==> config.mk <==
export PLATFORM = sky130hd
export DESIGN_NAME = word64_fifo_ctrl
export DESIGN_NICKNAME = d
export VERILOG_FILES = /design/src/rtl/word64_fifo_ctrl.sv
export SDC_FILE = /design/constraint.sdc
export NUM_CORES = 1
export LEC_CHECK = 0
export ABC_AREA = 1
export CAP_MARGIN = 20
export CORE_AREA = 2 2 271 273
export DETAILED_ROUTE_END_ITERATION = 7
export DIE_AREA = 0 0 273 275
export SYNTH_ARGS = -nofsm -noshare
export SYNTH_HDL_FRONTEND = slang
export SYNTH_SLANG_ARGS = --single-unit
export TNS_END_PERCENT = 1
==> constraint.sdc <==
create_clock -name CK -period 5.02 [get_ports CK]
set_clock_uncertainty 0.05 [all_clocks]
set_input_delay 0.753 -clock CK [delete_from_list [all_inputs] [get_ports CK]]
set_output_delay 0.753 -clock CK [all_outputs]
set_load 0.02 [all_outputs]
==> src/rtl/word64_fifo_ctrl.sv <==
// Purpose: FIFO controller for the dual-port 64x128 local buffer; port A writes, port B prefetches into a 2-entry skid.
// Latency: push in cycle 0 -> read issue cycle 1 -> DOB cycle 2 -> pop_valid cycle 3 (from empty); 1 entry/cycle sustained.
// Backpressure: push_ready drops when 64 unread entries sit in SRAM; reads stall while the skid buffer has no free slot.
module word64_fifo_ctrl #(
    parameter int AW = 6,
    parameter int DW = 128,
    parameter int NL = 8
) (
    input  logic          CK,
    input  logic          rst_n,
    input  logic          flush,
    input  logic          push_valid,
    output logic          push_ready,
    input  logic [DW-1:0] push_data,
    input  logic [NL-1:0] push_lane,
    output logic          pop_valid,
    input  logic          pop_ready,
    output logic [DW-1:0] pop_data,
    output logic [AW:0]   count,
    output logic          empty,
    output logic          full,
    output logic [AW-1:0] sram_A,
    output logic [NL-1:0] sram_WEAN,
    output logic          sram_OEA,
    output logic [DW-1:0] sram_DIA,
    output logic [AW-1:0] sram_B,
    output logic [NL-1:0] sram_WEBN,
    output logic          sram_OEB,
    output logic [DW-1:0] sram_DIB,
    input  logic [DW-1:0] sram_DOB
);

    // SRAM capacity expressed in the occupancy counter width
    localparam logic [AW:0] DEPTH_C = {1'b1, {AW{1'b0}}};

    logic [AW-1:0] wr_ptr;
    logic [AW-1:0] rd_ptr;
    logic [AW:0]   sram_cnt;
    logic          rd_pend;
    logic [1:0]    ob_cnt;
    logic [DW-1:0] ob0;
    logic [DW-1:0] ob1;
    logic          live;

    logic          push_fire;
    logic          pop_fire;
    logic          rd_go;
    logic [2:0]    ob_occ;

    // live gates the write port so nothing reaches the SRAM while reset is held
    always_ff @(posedge CK or negedge rst_n) begin
        if (!rst_n) begin
            live <= 1'b0;
        end else begin
            live <= 1'b1;
        end
    end

    // Handshakes and read-issue decision; skid slots already promised (held + in flight) must stay below 2
    always_comb begin
        push_ready = live && !flush && (sram_cnt < DEPTH_C);
        push_fire  = push_valid && push_ready;
        pop_valid  = (ob_cnt != 2'd0);
        pop_fire   = pop_valid && pop_ready;
        ob_occ     = {1'b0, ob_cnt} + {2'b00, rd_pend} - {2'b00, pop_fire};
        rd_go      = (sram_cnt != '0) && (ob_occ < 3'd2) && !flush;
    end

    // Static SRAM port drive: A is write-only, B is read-only
    always_comb begin
        sram_A    = wr_ptr;
        sram_OEA  = 1'b0;
        sram_DIA  = push_data;
        sram_WEAN = push_fire ? ~push_lane : {NL{1'b1}};
        sram_B    = rd_ptr;
        sram_OEB  = rd_go;
        sram_WEBN = {NL{1'b1}};
        sram_DIB  = '0;
    end

    // Pointers and SRAM occupancy; pointers wrap naturally at 2**AW
    always_ff @(posedge CK or negedge rst_n) begin
        if (!rst_n) begin
            wr_ptr   <= '0;
            rd_ptr   <= '0;
            sram_cnt <= '0;
            rd_pend  <= 1'b0;
        end else if (flush) begin
            wr_ptr   <= '0;
            rd_ptr   <= '0;
            sram_cnt <= '0;
            rd_pend  <= 1'b0;
        end else begin
            if (push_fire) begin
                wr_ptr <= wr_ptr + 1'b1;
            end
            if (rd_go) begin
                rd_ptr <= rd_ptr + 1'b1;
            end
            case ({push_fire, rd_go})
                2'b10:   sram_cnt <= sram_cnt + 1'b1;
                2'b01:   sram_cnt <= sram_cnt - 1'b1;
                default: sram_cnt <= sram_cnt;
            endcase
            rd_pend <= rd_go;
        end
    end

    // Two-entry output skid buffer; ob0 is the registered head, DOB lands the cycle after issue
    always_ff @(posedge CK or negedge rst_n) begin
        if (!rst_n) begin
            ob_cnt <= 2'd0;
            ob0    <= '0;
            ob1    <= '0;
        end else if (flush) begin
            ob_cnt <= 2'd0;
            ob0    <= '0;
            ob1    <= '0;
        end else begin
            case ({rd_pend, pop_fire})
                2'b10: begin
                    if (ob_cnt == 2'd0) begin
                        ob0 <= sram_DOB;
                    end else begin
                        ob1 <= sram_DOB;
                    end
                    ob_cnt <= ob_cnt + 2'd1;
                end
                2'b01: begin
                    ob0    <= ob1;
                    ob1    <= '0;
                    ob_cnt <= ob_cnt - 2'd1;
                end
                2'b11: begin
                    if (ob_cnt == 2'd1) begin
                        ob0 <= sram_DOB;
                    end else begin
                        ob0 <= ob1;
                        ob1 <= sram_DOB;
                    end
                end
                default: ;
            endcase
        end
    end

    // Status: everything owned by the controller, including the read in flight
    always_comb begin
        pop_data = ob0;
        count    = sram_cnt + {{AW{1'b0}}, rd_pend} + {{(AW-1){1'b0}}, ob_cnt};
        empty    = (count == '0);
        full     = (sram_cnt == DEPTH_C);
    end

endmodule

## Yosys cells after proc, flatten, opt, wreduce, memory -nomap -nowiden

Index checks and enable logic that the tools add are counted.

| operators by class | value |
|---|---|
| $add $sub $neg | 10 |
| $lt $le $gt $ge | 2 |
| eq/ne operators | 10 |
| multiplexer cells | 18 |
| bitwise logic cells | 1 |
| reduce and logical (&&, ||, !) cells | 18 |

Operators with widths:

| operator | count |
|---|---|
| two-way mux 128 bit | 6 |
| one-hot mux 128 bit (3 select lines) | 2 |
| two-way mux 6 bit | 4 |
| one-hot mux 7 bit (2 select lines) | 1 |
| adder 6 x 1 -> 6 bit, second input constant | 2 |
| != test 3 bit, second input constant | 3 |
| two-way mux 8 bit | 1 |
| NOT 8 bit | 1 |
| adder 7 x 1 -> 7 bit | 1 |
| adder 7 x 1 -> 7 bit, second input constant | 1 |
| adder 7 x 2 -> 7 bit | 1 |
| equality test 7 bit, second input constant | 1 |
| zero test 7 bit | 1 |
| < comparator 7 bit, second input constant | 1 |
| two-way mux 7 bit | 1 |
| nonzero test 7 bit | 1 |
| subtractor 7 x 1 -> 7 bit, second input constant | 1 |
| equality test 2 x 1 -> 1 bit, second input constant | 3 |
| equality test 2 bit, second input constant | 3 |
| logical AND 1 bit | 6 |
| nonzero test 2 bit | 3 |
| nonzero test 3 bit | 2 |
| one-hot mux 2 bit (2 select lines) | 1 |
| nonzero test 4 bit | 1 |
| other kinds (11) | 11 |

| storage, ports and cells | value |
|---|---|
| register bits after elaboration | 279 |
| bits of input ports | 269 |
| output and inout port bits | 425 |
| logic and storage cells | 67 |

## Depth between registers and ports, before layout

| logic depth | value |
|---|---|
| depth after elaboration | 9 |
| mapped depth | 22 |
| gate-level depth less buffers | 22 |

## Worst setup path after synthesis

No wires, ideal clock.

| path | value |
|---|---|
| path kind | register to register |
| start point | register ob_cnt[1] |
| end point | register sram_cnt[6] |
| library setup time | 0.117 ns |
| arrival | 3.147 ns |
| required time | 4.853 ns |
| path slack | 1.705 ns |
| cell stages (with the launch flop) | 19 |
| buffers on the path | 0 |
| clock period less this slack | 3.315 ns |
| cell sequence | dfrtp_1 > inv_2 > ha_1 > inv_2 > nand2_4 > nor2_1 > o21ai_0 > fa_1 > nand2_1 > nor2_2 > nand2_4 > nor2_1 > ha_1 > a21oi_1 > o21ai_0 > nor2_1 > nand3_1 > nand3_1 > nand2_1 |

| on the way | value |
|---|---|
| cells in the longest elaborated chain, start to end | 9 |
| elaborated cells on any way between the ends | 12 |
| classes of those cells | add/sub: 2; order compare: 1; eq/ne: 2; mux: 2; reduce/logical: 5 |

RTL lines:

| item | line | text |
|---|---|---|
| start, declared | 40 | `logic [1:0] ob_cnt;` |
| start signal, assigned | 127 | `ob_cnt <= ob_cnt + 2'd1;` |
| start signal, assigned | 132 | `ob_cnt <= ob_cnt - 2'd1;` |
| nonzero test 2 bit (*) | 63 | `pop_valid = (ob_cnt != 2'd0);` |
| named net pop_valid | 16 | `output logic pop_valid,` |
| logical AND 1 bit (*) | 64 | `pop_fire = pop_valid && pop_ready;` |
| subtractor 3 x 1 -> 3 bit (*) | 65 | `ob_occ = {1'b0, ob_cnt} + {2'b00, rd_pend} - {2'b00, pop_fire};` |
| < comparator 3 x 2 -> 1 bit (*) | 66 | `rd_go = (sram_cnt != '0) && (ob_occ < 3'd2) && !flush;` |
| logical AND 1 bit (*) (2 in series) | 66 |  |
| equality test 2 x 1 -> 1 bit or equality test 2 bit (tied branches) | 100 | `case ({push_fire, rd_go})` |
| one-hot mux 7 bit (2 select lines) | 100 |  |
| two-way mux 7 bit | 88 | `end else if (flush) begin` |
| end signal, assigned | 101 | `2'b10: sram_cnt <= sram_cnt + 1'b1;` |
| end signal, assigned | 102 | `2'b01: sram_cnt <= sram_cnt - 1'b1;` |
| end signal, assigned | 103 | `default: sram_cnt <= sram_cnt;` |
| end, declared | 38 | `logic [AW:0] sram_cnt;` |

The timed path passes the listed nets; every way through them passes the cells marked *.
A chain may end at the register's enable or synchronous reset.

## Worst setup path in the final report

| path | value |
|---|---|
| start point | register ob_cnt[1] |
| end point | output port sram_OEB |

| on the way | value |
|---|---|
| cells in the longest elaborated chain, start to end | 6 |
| elaborated cells on any way between the ends | 7 |
| classes of those cells | add/sub: 2; order compare: 1; reduce/logical: 4 |

RTL lines:

| item | line | text |
|---|---|---|
| branches (longest 2 deep; another with adder 2 x 1 -> 3 bit) | - |  |
| subtractor 3 x 1 -> 3 bit (*) | 65 |  |
| < comparator 3 x 2 -> 1 bit (*) | 66 |  |
| logical AND 1 bit (*) (2 in series) | 66 |  |
| end, declared | 28 | `output logic sram_OEB,` |

Every way passes the cells marked *.

==> impl_metrics.csv <==
group,metric,value,unit
outcome,outcome,"finished clean",
worst_setup_path,path_buf_inv,4,
routing,routedWlPerCell,13.9,microns
worst_setup_path,rr_worst_depth,18,
worst_setup_path,path_cells,"inv_2 -> ha_1 -> inv_2 -> nand2_4 -> nor2_1 -> o21ai_0 -> fa_1 -> nand2_1 -> nor2_2 -> nand3_1 -> inv_1 -> clkdlybuf4s50_1",
finish,syn_to_final_growth,23.8,%
sta,min_period,4.33,ns
routing,drt-initial-drc-count,608,
routing,finalWirelength,40000,microns
clocking,cts_tree,"yes",
placement,io_buffer_count,300,
yosys,synth.top_cell.area_share,0.467,
placement,numPlacedInstances,2804,
sta,finalCritPeriodShare,0.863,
die,die_y,275,microns
clocking,insertion_delay,0.53,ns
yosys,synth_edf_count,0,
clocking,path_clk_slew,0.06,ns
yosys,yosysWarnings,0,
die,pin_count,694,
sta,rsz0062_at_grt,"false",
placement,globalplace.congestion,0.756,
yosys,synth-async-reset-ratio,1.00,
worst_setup_path,worstSetupPathType,"reg -> out",
clocking,cts_buffers,36,
die,die-width,273,microns
clocking,postCtsSetupBuffers,0,
worst_setup_path,r2r-start,"ob_cnt[1]$_DFFE_PN0P_",
yosys,ys_seq_elements,279,
grt,grt_use_total,0.103,
clocking,clock-root-buffer,"clkbuf_16",
pwr,internal-power,6.01,mW
pwr,powerDensity,527,nW/um^2
finish,fin_cells,2868,
yosys,syn_area,14900,sq um
yosys,synth_top_family_by_area,"buffers and inverters",
routing,ant_nets,0,
worst_setup_path,reg2reg_to,"sram_cnt[6]$_DFFE_PN0P_",
worst_setup_path,end_kind,"output port",
pwr,switching_power,3.74,mW
yosys,synth_cells,1757,
yosys,synthAdderAreaFrac,0.0137,
yosys,ys.flop_type,"dfrtp_1",
sta,hold_violations,0,
die,rows,99,
routing,vias_per_cell,3.96,
pwr,p_comb_frac,0.399,
finish,final_common_cell,"clkdlybuf4s50_1",
flow_run,max-cap-violations,0,
routing,num_vias,11400,
worst_setup_path,cp.required,4.22,ns
yosys,avgSynthCellArea,8.50,sq um
grt,grt_pass1_vias,10800,
sta,drv_slew,0,
placement,hpwl,26100,microns
pwr,p_leak,8.06,nW
die,core_area,72300,sq um
yosys,muxShareOfSynthArea,0,
finish,drive_gt1_frac,0.0492,
worst_setup_path,worstPathArrival,3.53,ns
die,floorplan.initialDensity,0.207,
pwr,ir_drop,0.273,mV
finish,n_antenna_cell,0,
grt,antenna_found_initial,2,
worst_setup_path,crit_top_cell,"inv_2",
clocking,clockBufferDepth,3,
grt,grt_pass1_wl,61700,microns
worst_setup_path,slowest_stage,"clkdlybuf4s50_1",
hold_path,hold_path_class,"in -> async",
routing,dr.pass1.iters,5,
die,die_area,75100,sq um
sta,setup_viol,0,
pwr,pwr-share-seq,0.330,
worst_setup_path,max_stage_delay,0.63,ns
finish,final_cell_mix,"clkdlybuf4s50_1, inv_1, dfrtp_1",
yosys,synth_top_area_cell,"dfrtp_1",
sta,max_slew_margin,0.482,
grt,grt_max_degree,129,
pwr,clkPwrFrac,0.271,
yosys,synth-xor-area-share,0.00586,
routing,drcViolationCount,0,
sta,finalSetupTns,0,ns
worst_setup_path,cp_max_fo,6,
yosys,synth_compound_area_frac,0.150,
worst_setup_path,ff2ff_setup_slack,1.36,ns
pwr,switching_share,0.384,
clocking,cts.sink_count,279,
clocking,cts.hold.buffers_added,0,
clocking,cts_resized,0,
worst_setup_path,worstSetupStartpointType,"flop",
yosys,synth_area_leaders,"dfrtp_1, buf_4, inv_1",
grt,gr-total-overflow,0,
yosys,yosysSeqAreaShare,0.467,
yosys,synth_simple_gate_area_share,0.111,
sta,fmax,231,MHz
worst_setup_path,crit_family,"buffers and inverters",
clocking,ctsHtreeMaxLevel,2,
sta,worstMarginPinSlew,0.776,ns
finish,nets,2166,
yosys,synth_cell_types,33,
==> cells by family after synthesis <==
kind of cell | Yosys count
XOR/XNOR | 10
other | 2
AND/OR/NAND/NOR | 378
adder cells (fa/ha/maj) | 14
AO/OA/AOI/OAI | 411
flip-flops | 279
buffers and inverters | 663
==> layer usage <==
layer  GRT usage  wire [microns]  up-vias
met5           0              27        -
met4      0.0360            1180        4
met3      0.0445            3990       77
met2       0.157           17700      451
met1       0.129           17100     5286
li1            -               -     5537
==> registers in the layout, summed over array words and instances (netlist names) <==
name and flops:
sram_cnt 7, pop_data 128, sram_B 6, ob_cnt 2, live 1, rd_pend 1, sram_A 6, ob1 128
==> cell type report <==
type                       count  area [sq um]
clock buffer                  46           968
clock inverter                18           229
fill                        7913         53800
inverter                     297          1120
multi-input combinational    951          4730
sequential                   279          6980
tap                          959          1200
timing repair buffer         318          3270
==> power groups by stage <==
stage	Clock [mW]	Combinational [mW]	Sequential [mW]
floorplan	0	2.30	3.64
CTS	2.76	3.95	3.22
global route	2.84	4.35	3.29
global placement	0	3.90	3.24
detailed placement	0	3.93	3.26
finish	2.64	3.89	3.21
==> worst max path at each step <==
stage	startpoint	endpoint	slack, ns	cells past startpoint
2_1_floorplan	ob_cnt[1]$_DFFE_PN0P_	sram_cnt[6]$_DFFE_PN0P_	1.71	18
5_1_grt	ob_cnt[1]$_DFFE_PN0P_	sram_OEB	0.37	12
6_report	ob_cnt[1]$_DFFE_PN0P_	sram_OEB	0.69	12
4_1_cts	ob_cnt[1]$_DFFE_PN0P_	sram_OEB	0.62	12
3_5_place_dp	pop_ready	sram_OEB	0.77	10
3_3_place_gp	pop_ready	sram_OEB	0.80	10
==> cells in the mapped netlist (2+ instances only) <==
cell      instances
a21oi_1           5
a31oi_1           2
buf_2            67
buf_4           270
buf_6             9
buf_8             9
clkbuf_1          9
clkbuf_2          2
conb_1            2
dfrtp_1         279
fa_1              4
ha_1             10
inv_1           291
inv_2             6
nand2_1         189
nand2_2           4
nand2_4           2
nand3_1         146
nand4_1           2
nor2_1           23
nor2_2            2
nor3_1            7
o21ai_0         125
o21ai_1         148
o22ai_1         128
xnor2_1           5
xor2_1            5
==> through the flow <==
stage | hold slack [ns] | setup WS (ns) | power [mW] | utilization | instance area (sq um)
3_5_place_dp | 0.455 | 0.772 | 7.19 | 0.239 | 17300
4_1_cts | 0.117 | 0.619 | 9.94 | 0.256 | 18500
2_1_floorplan | 0.407 | 1.71 | 5.93 | - | 15500
6_report | 0.146 | 0.687 | 9.74 | 0.256 | 18500
3_3_place_gp | 0.447 | 0.803 | 7.14 | 0.239 | 17300
5_1_grt | 0.157 | 0.369 | 10.5 | 0.256 | 18500
==> worst reg2reg max path, cell delays in order (launching register included) <==
cell,delay (ns)
dfrtp_1,0.43
inv_2,0.10
ha_1,0.21
inv_2,0.08
nand2_4,0.07
nor2_1,0.15
o21ai_0,0.15
fa_1,0.55
nand2_1,0.07
nor2_2,0.18
nand2_4,0.12
nor2_1,0.39
ha_1,0.37
a21oi_1,0.19
o21ai_0,0.09
nor2_1,0.13
nand3_1,0.10
nand3_1,0.08
nand2_1,0.05
Note: power is estimated with default switching activity, not from simulation.
